File: config.mk
export PLATFORM = sky130hd
export DESIGN_NAME = load_store_unit
export DESIGN_NICKNAME = d
export VERILOG_FILES = /design/src/rtl/lsu_pkg.sv /design/src/rtl/lsu_align.sv /design/src/rtl/load_store_unit.sv
export SDC_FILE = /design/constraint.sdc
export NUM_CORES = 1
export LEC_CHECK = 0
export CAP_MARGIN = 15
export CORE_ASPECT_RATIO = 0.7
export CORE_UTILIZATION = 35
export DETAILED_ROUTE_END_ITERATION = 6
export GPL_TIMING_DRIVEN = 0
export PLACE_DENSITY = 0.61
export REMOVE_ABC_BUFFERS = 1
export SLEW_MARGIN = 30
export SYNTH_ARGS = -nofsm -noshare
export SYNTH_HDL_FRONTEND = slang
export SYNTH_SLANG_ARGS = --single-unit
File: constraint.sdc
create_clock -name clock -period 7.4 [get_ports clock]
set_clock_uncertainty 0.05 [all_clocks]
set_input_delay 1.85 -clock clock [delete_from_list [all_inputs] [get_ports clock]]
set_output_delay 1.85 -clock clock [all_outputs]
set_load 0.05 [all_outputs]
File: src/rtl/lsu_pkg.sv
`default_nettype none
// +--------------------------------------------------------------------+
// | lsu_pkg: funct3 width codes, LSU FSM state type, legality helper.  |
// | Rev 1.0                                                            |
// +--------------------------------------------------------------------+
package lsu_pkg;

  localparam logic [2:0] F3_B  = 3'b000;
  localparam logic [2:0] F3_H  = 3'b001;
  localparam logic [2:0] F3_W  = 3'b010;
  localparam logic [2:0] F3_BU = 3'b100;
  localparam logic [2:0] F3_HU = 3'b101;

  typedef enum logic [1:0] {
    IDLE = 2'd0,
    RD   = 2'd1,
    WR   = 2'd2,
    DONE = 2'd3
  } lsu_state_e;

  // Unsigned widths only exist for loads; stores accept B/H/W.
  function automatic logic f3_legal(input logic we, input logic [2:0] f3);
    logic ok;
    case (f3)
      F3_B, F3_H, F3_W: ok = 1'b1;
      F3_BU, F3_HU:     ok = !we;
      default:          ok = 1'b0;
    endcase
    return ok;
  endfunction

endpackage
`default_nettype wire

File: src/rtl/lsu_align.sv
`default_nettype none
// +--------------------------------------------------------------------+
// | lsu_align: load lane extract/extend and store lane merge.          |
// | Rev 1.0                                                            |
// +--------------------------------------------------------------------+
module lsu_align
  import lsu_pkg::*;
#(
  parameter int SIZE = 32
) (
  input  logic [2:0]      funct3_i,
  input  logic [1:0]      offset_i,
  input  logic [SIZE-1:0] rdata_i,
  input  logic [SIZE-1:0] base_i,
  input  logic [SIZE-1:0] wdata_i,
  output logic [SIZE-1:0] load_o,
  output logic [SIZE-1:0] merge_o
);

  logic [7:0]  lane_b;
  logic [15:0] lane_h;

  assign lane_b = rdata_i[{offset_i, 3'b000} +: 8];
  assign lane_h = rdata_i[{offset_i[1], 4'b0000} +: 16];

  always_comb begin
    load_o  = rdata_i;
    merge_o = base_i;
    case (funct3_i)
      F3_B: begin
        load_o = {{(SIZE-8){lane_b[7]}}, lane_b};
        merge_o[{offset_i, 3'b000} +: 8] = wdata_i[7:0];
      end
      F3_H: begin
        load_o = {{(SIZE-16){lane_h[15]}}, lane_h};
        merge_o[{offset_i[1], 4'b0000} +: 16] = wdata_i[15:0];
      end
      F3_BU: load_o = {{(SIZE-8){1'b0}}, lane_b};
      F3_HU: load_o = {{(SIZE-16){1'b0}}, lane_h};
      F3_W:  merge_o = wdata_i;
      default: load_o = rdata_i;
    endcase
  end

endmodule
`default_nettype wire

File: src/rtl/load_store_unit.sv
`default_nettype none
// +--------------------------------------------------------------------+
// | load_store_unit: single-port RAM LSU, RMW for sub-word stores.     |
// | Optional LSU_MISALIGN_CHECK_EN flags misaligned H/W. Rev 1.0       |
// +--------------------------------------------------------------------+
module load_store_unit
  import lsu_pkg::*;
#(
  parameter  int MEM_DEPTH = 1024,
  parameter  int SIZE      = 32,
  localparam int ADDR_W    = $clog2(MEM_DEPTH)
) (
  input  logic              clock,
  input  logic              reset,
  input  logic              req_valid,
  output logic              req_ready,
  input  logic              req_we,
  input  logic [2:0]        req_funct3,
  input  logic [31:0]       req_addr,
  input  logic [SIZE-1:0]   req_wdata,
  output logic              rsp_valid,
  output logic [SIZE-1:0]   rsp_rdata,
  output logic              rsp_err,
  output logic [ADDR_W-1:0] ram_address,
  output logic [SIZE-1:0]   ram_data_in,
  output logic              ram_wren,
  input  logic [SIZE-1:0]   ram_data_out
);

  lsu_state_e        state_q, state_d;
  logic              we_q, we_d;
  logic [2:0]        f3_q, f3_d;
  logic [ADDR_W+1:0] addr_q, addr_d;
  logic [SIZE-1:0]   wdata_q, wdata_d;
  logic [SIZE-1:0]   word_q, word_d;
  logic [SIZE-1:0]   rdata_q, rdata_d;
  logic              err_q, err_d;

  logic [SIZE-1:0]   load_data;
  logic [SIZE-1:0]   merge_data;
  logic              req_misalign;
  logic              req_bad;
  logic              unused_addr_hi;

  // Address bits above the RAM index wrap silently.
  assign unused_addr_hi = ^req_addr[31:ADDR_W+2];

`ifdef LSU_MISALIGN_CHECK_EN
  assign req_misalign = ((req_funct3 == F3_H || req_funct3 == F3_HU) && req_addr[0])
                      || (req_funct3 == F3_W && req_addr[1:0] != 2'b00);
`else
  assign req_misalign = 1'b0;
`endif

  assign req_bad = !f3_legal(req_we, req_funct3) || req_misalign;

  lsu_align #(.SIZE(SIZE)) u_align (
    .funct3_i (f3_q),
    .offset_i (addr_q[1:0]),
    .rdata_i  (ram_data_out),
    .base_i   (word_q),
    .wdata_i  (wdata_q),
    .load_o   (load_data),
    .merge_o  (merge_data)
  );

  always_comb begin
    state_d = state_q;
    we_d    = we_q;
    f3_d    = f3_q;
    addr_d  = addr_q;
    wdata_d = wdata_q;
    word_d  = word_q;
    rdata_d = rdata_q;
    err_d   = err_q;
    case (state_q)
      IDLE: begin
        if (req_valid) begin
          we_d    = req_we;
          f3_d    = req_funct3;
          addr_d  = req_addr[ADDR_W+1:0];
          wdata_d = req_wdata;
          rdata_d = '0;
          err_d   = 1'b0;
          if (req_bad) begin
            err_d   = 1'b1;
            state_d = DONE;
          end else if (req_we && req_funct3 == F3_W) begin
            state_d = WR;
          end else begin
            state_d = RD;
          end
        end
      end
      RD: begin
        word_d = ram_data_out;
        if (we_q) begin
          state_d = WR;
        end else begin
          rdata_d = load_data;
          state_d = DONE;
        end
      end
      WR:      state_d = DONE;
      DONE:    state_d = IDLE;
      default: state_d = IDLE;
    endcase
  end

  always_ff @(posedge clock) begin
    if (reset) begin
      state_q <= IDLE;
      we_q    <= 1'b0;
      f3_q    <= 3'b000;
      addr_q  <= '0;
      wdata_q <= '0;
      word_q  <= '0;
      rdata_q <= '0;
      err_q   <= 1'b0;
    end else begin
      state_q <= state_d;
      we_q    <= we_d;
      f3_q    <= f3_d;
      addr_q  <= addr_d;
      wdata_q <= wdata_d;
      word_q  <= word_d;
      rdata_q <= rdata_d;
      err_q   <= err_d;
    end
  end

  // Reset gates the write strobe directly so a reset in WR aborts the store.
  assign ram_wren    = (state_q == WR) && !reset;
  assign ram_address = addr_q[ADDR_W+1:2];
  assign ram_data_in = merge_data;
  assign req_ready   = (state_q == IDLE);
  assign rsp_valid   = (state_q == DONE);
  assign rsp_rdata   = rdata_q;
  assign rsp_err     = err_q;

endmodule
`default_nettype wire

==> run summary <==
Status: complete, no violations
Post-Synth XOR/XNOR Area: 0%
Nets: 868
Synth area leaders: dfxtp_1 42%, nand2_1 7.0%, a21oi_1 6.4%
Total core area: 14900 um^2
Crit-path cells: inv_1, ha_1, nor4_2, a21oi_1, o21ai_0, clkdlybuf4s50_1
Crit share post-route: 76.4%
Crit-path max cell delay: 0.90 ns
WS Path Type: register to output port
Reg area: 2300 um^2
CTS buffer count: 17
Ant. Diodes: 0
Slew @ Worst Pin: 0.846 ns
Total Wirelength: 17.4 mm
CTS Hold Buffers Added: 0
CP Capture Type: output port
Sw Pwr: 0.00128 W
Largest net degree at the start of global routing: 55
Adder-cell share of the synthesized area: 2.07%
Non-filler cells, final: 964
Pint: 0.00179 W
Hold Crit Class: register to register
Crit-path max FO: 30
Die X-Extent: 151 um
Worst setup SP type: register
Die area: 16000 um^2
Tightest hold margin: 0.404 ns
Worst rel slew slack: 43.1%
RSZ-0062 raised after global routing: no
CP max-delay cell: clkdlybuf4s50_1
Compound-Gate Fraction of Synth Area: 25.4%
Post-CTS resize count: 0
CTS Sinks: 115
Synthesis-to-layout area growth: 43.0%
Post-synthesis sequential area ratio: 42.4%
Simple-gate share of the synthesized area: 17.0%
Wirelength per Cell: 18.0 um
Area of the multi-input gates: 2830 um^2
Avg Inst Size Synth: 8.60 um^2
Final Hold Fails: 0
Clk pwr share: 27.6%
Most common cell after layout, fill and taps aside: clkdlybuf4s50_1
Layout cells sized above 1: 6.89%
GRT Total Usage: 21.9%
Net Sw Frac: 41.7%
Final setup viols: 0
Gpl congestion: 0.812
IO Count: 181
Sequential share of power: 29.2%
Top FF cell, synth: dfxtp_1
Global-route wire length before repair: 26.6 mm
CTS root buffer: clkbuf_16
Critical path buffers and inverters: 2
Mapped Area: 5430 um^2
#FFs+latches synth: 115
Pwr Density: 394 nW/um^2
Post-synth ARST share: 0%
Yosys top cell area share: 42.4%
Initial antenna violation count: 1
EDFF count, synth: 0
Worst vdd ir: 0.222 mV
# fillers: 1384
Proportion of synthesized area in mux cells: 6.85%
Largest family of logic cells by synthesized area: compound AO/OA/AOI/OAI gates
# rows: 37
Worst-skew pair later-pin latency: 0.42 ns
Vias in the first global route: 5026
Initial Util: 36.4%
Fmax: 177 MHz
Max Slew Vio Count: 0
Vias: 5261
DIE HEIGHT: 106 um
IO buf count: 160
Required time worst endpoint: 5.50 ns
Routed Antenna Nets: 0
Drt first pass iters: 7
Max-cap violation count: 0
Placed Instances: 932
CTS max path bufs: 2
Clock period minus final worst setup slack: 5.66 ns
Post-Syn Instances: 631
Final core utilization: 52.1%
Postcts setup bufs: 0
Yosys warning total: 0
Gr ovfl total: 0
DP HPWL: 12.7 mm
CTS tree: done
Crit path max-delay family: buffers and inverters
Unique masters post-synth: 46
DRC violations left: 0
Total negative setup slack: 0 ns
H-tree levels: 4
WP data arrival: 3.76 ns
Reg clk slew, reported paths: 0.05 ns
P_leak: 2.88 nW
Most frequent cells in the layout: 159 x clkdlybuf4s50_1, 113 x dfxtp_1, 100 x nand2_1
Largest area contributor in the netlist: dfxtp_1
Combinational share of power: 43.2%
1st-iter DRT viols: 389
Via density: 5.46
[cell families (layout without fill, tap and decap cells)]
family,Yosys count,in the layout
simple gates,201,201
compound gates,198,198
flops,115,115
buf+inv,72,210
mux,36,36
fa+ha+maj,9,9
[area by class of cell]
class,count,area share (%)
tap,195,3.14
clock inverter,12,2.01
timing repair buffer,166,22.4
clock buffer,20,5.75
inverter,12,0.580
multi-input combinational,444,36.4
sequential,115,29.7
[metal layers]
| layer | vias to the layer above | global-route usage, % | routed length (um) |
|---|---|---|---|
| met5 | - | 0 | 0 |
| met4 | 0 | 7.43 | 265 |
| met3 | 24 | 6.91 | 1590 |
| met2 | 238 | 31.4 | 7340 |
| met1 | 2469 | 30.7 | 8160 |
| li1 | 2530 | - | - |
[stage by stage]
step	setup WS [ns]	power (W)	area, um^2
4_1_cts	1.35	0.00307	7760
5_1_grt	1.57	0.00321	7760
3_3_place_gp	0.109	0.00215	6980
6_report	1.74	0.00306	7760
2_1_floorplan	2.40	0.00171	5130
3_5_place_dp	1.78	0.00222	7160
[worst paths after layout]
| path | from | to | slack [ns] | cells after the start |
|---|---|---|---|---|
| max reg2reg | state_q[1]$_SDFFE_PP0P_ | rsp_rdata[18]$_SDFFE_PP0P_ | 4.62 | 6 |
| max | addr_q[1]$_SDFFE_PP0P_ | ram_data_in[28] | 1.74 | 6 |
| min reg2reg | addr_q[3]$_SDFFE_PP0P_ | addr_q[3]$_SDFFE_PP0P_ | 0.40 | 2 |
| min | addr_q[3]$_SDFFE_PP0P_ | addr_q[3]$_SDFFE_PP0P_ | 0.40 | 2 |
[power by group through the flow]
stage / registers (W) / clock network [W] / logic [W]
finish: 0.000893 / 0.000845 / 0.00132
global route: 0.000910 / 0.000891 / 0.00141
CTS: 0.000891 / 0.000856 / 0.00133
detailed placement: 0.000903 / 0 / 0.00132
global placement: 0.000895 / 0 / 0.00126
floorplan: 0.00103 / 0 / 0.000683
[state kept, by name (all words and copies together), names as in the netlist]
signal / count
addr_q: 12
f3_q: 3
rsp_err: 1
rsp_rdata: 32
state_q: 2
wdata_q: 32
we_q: 1
word_q: 32
[synth_stat cells, types with 2 or more instances]
cell type  number
nor2_1         45
inv_1          12
dfxtp_1       115
nor4bb_1        2
buf_6           3
or3_1           2
nand2_1       101
mux2_4          2
buf_2           6
nand2b_1       15
a222oi_1       24
clkbuf_1       33
o21ai_0        21
a32o_1          8
o21ai_1        13
o22ai_1         7
and2_1          2
buf_1           8
o2bb2ai_1       7
a211oi_1        7
a211o_1         7
a21o_1          2
buf_4          10
ha_1            9
nor3_1          2
a221o_1        16
a21oi_1        69
mux2i_1        33
nor2b_1        25
a22o_1          9
[worst min-delay path, stage by stage, from the launching register on]
cell and delay (ns):
dfxtp_1 0.30, nand2_1 0.05, a21oi_1 0.05
Power figures use the tool's default switching activity.
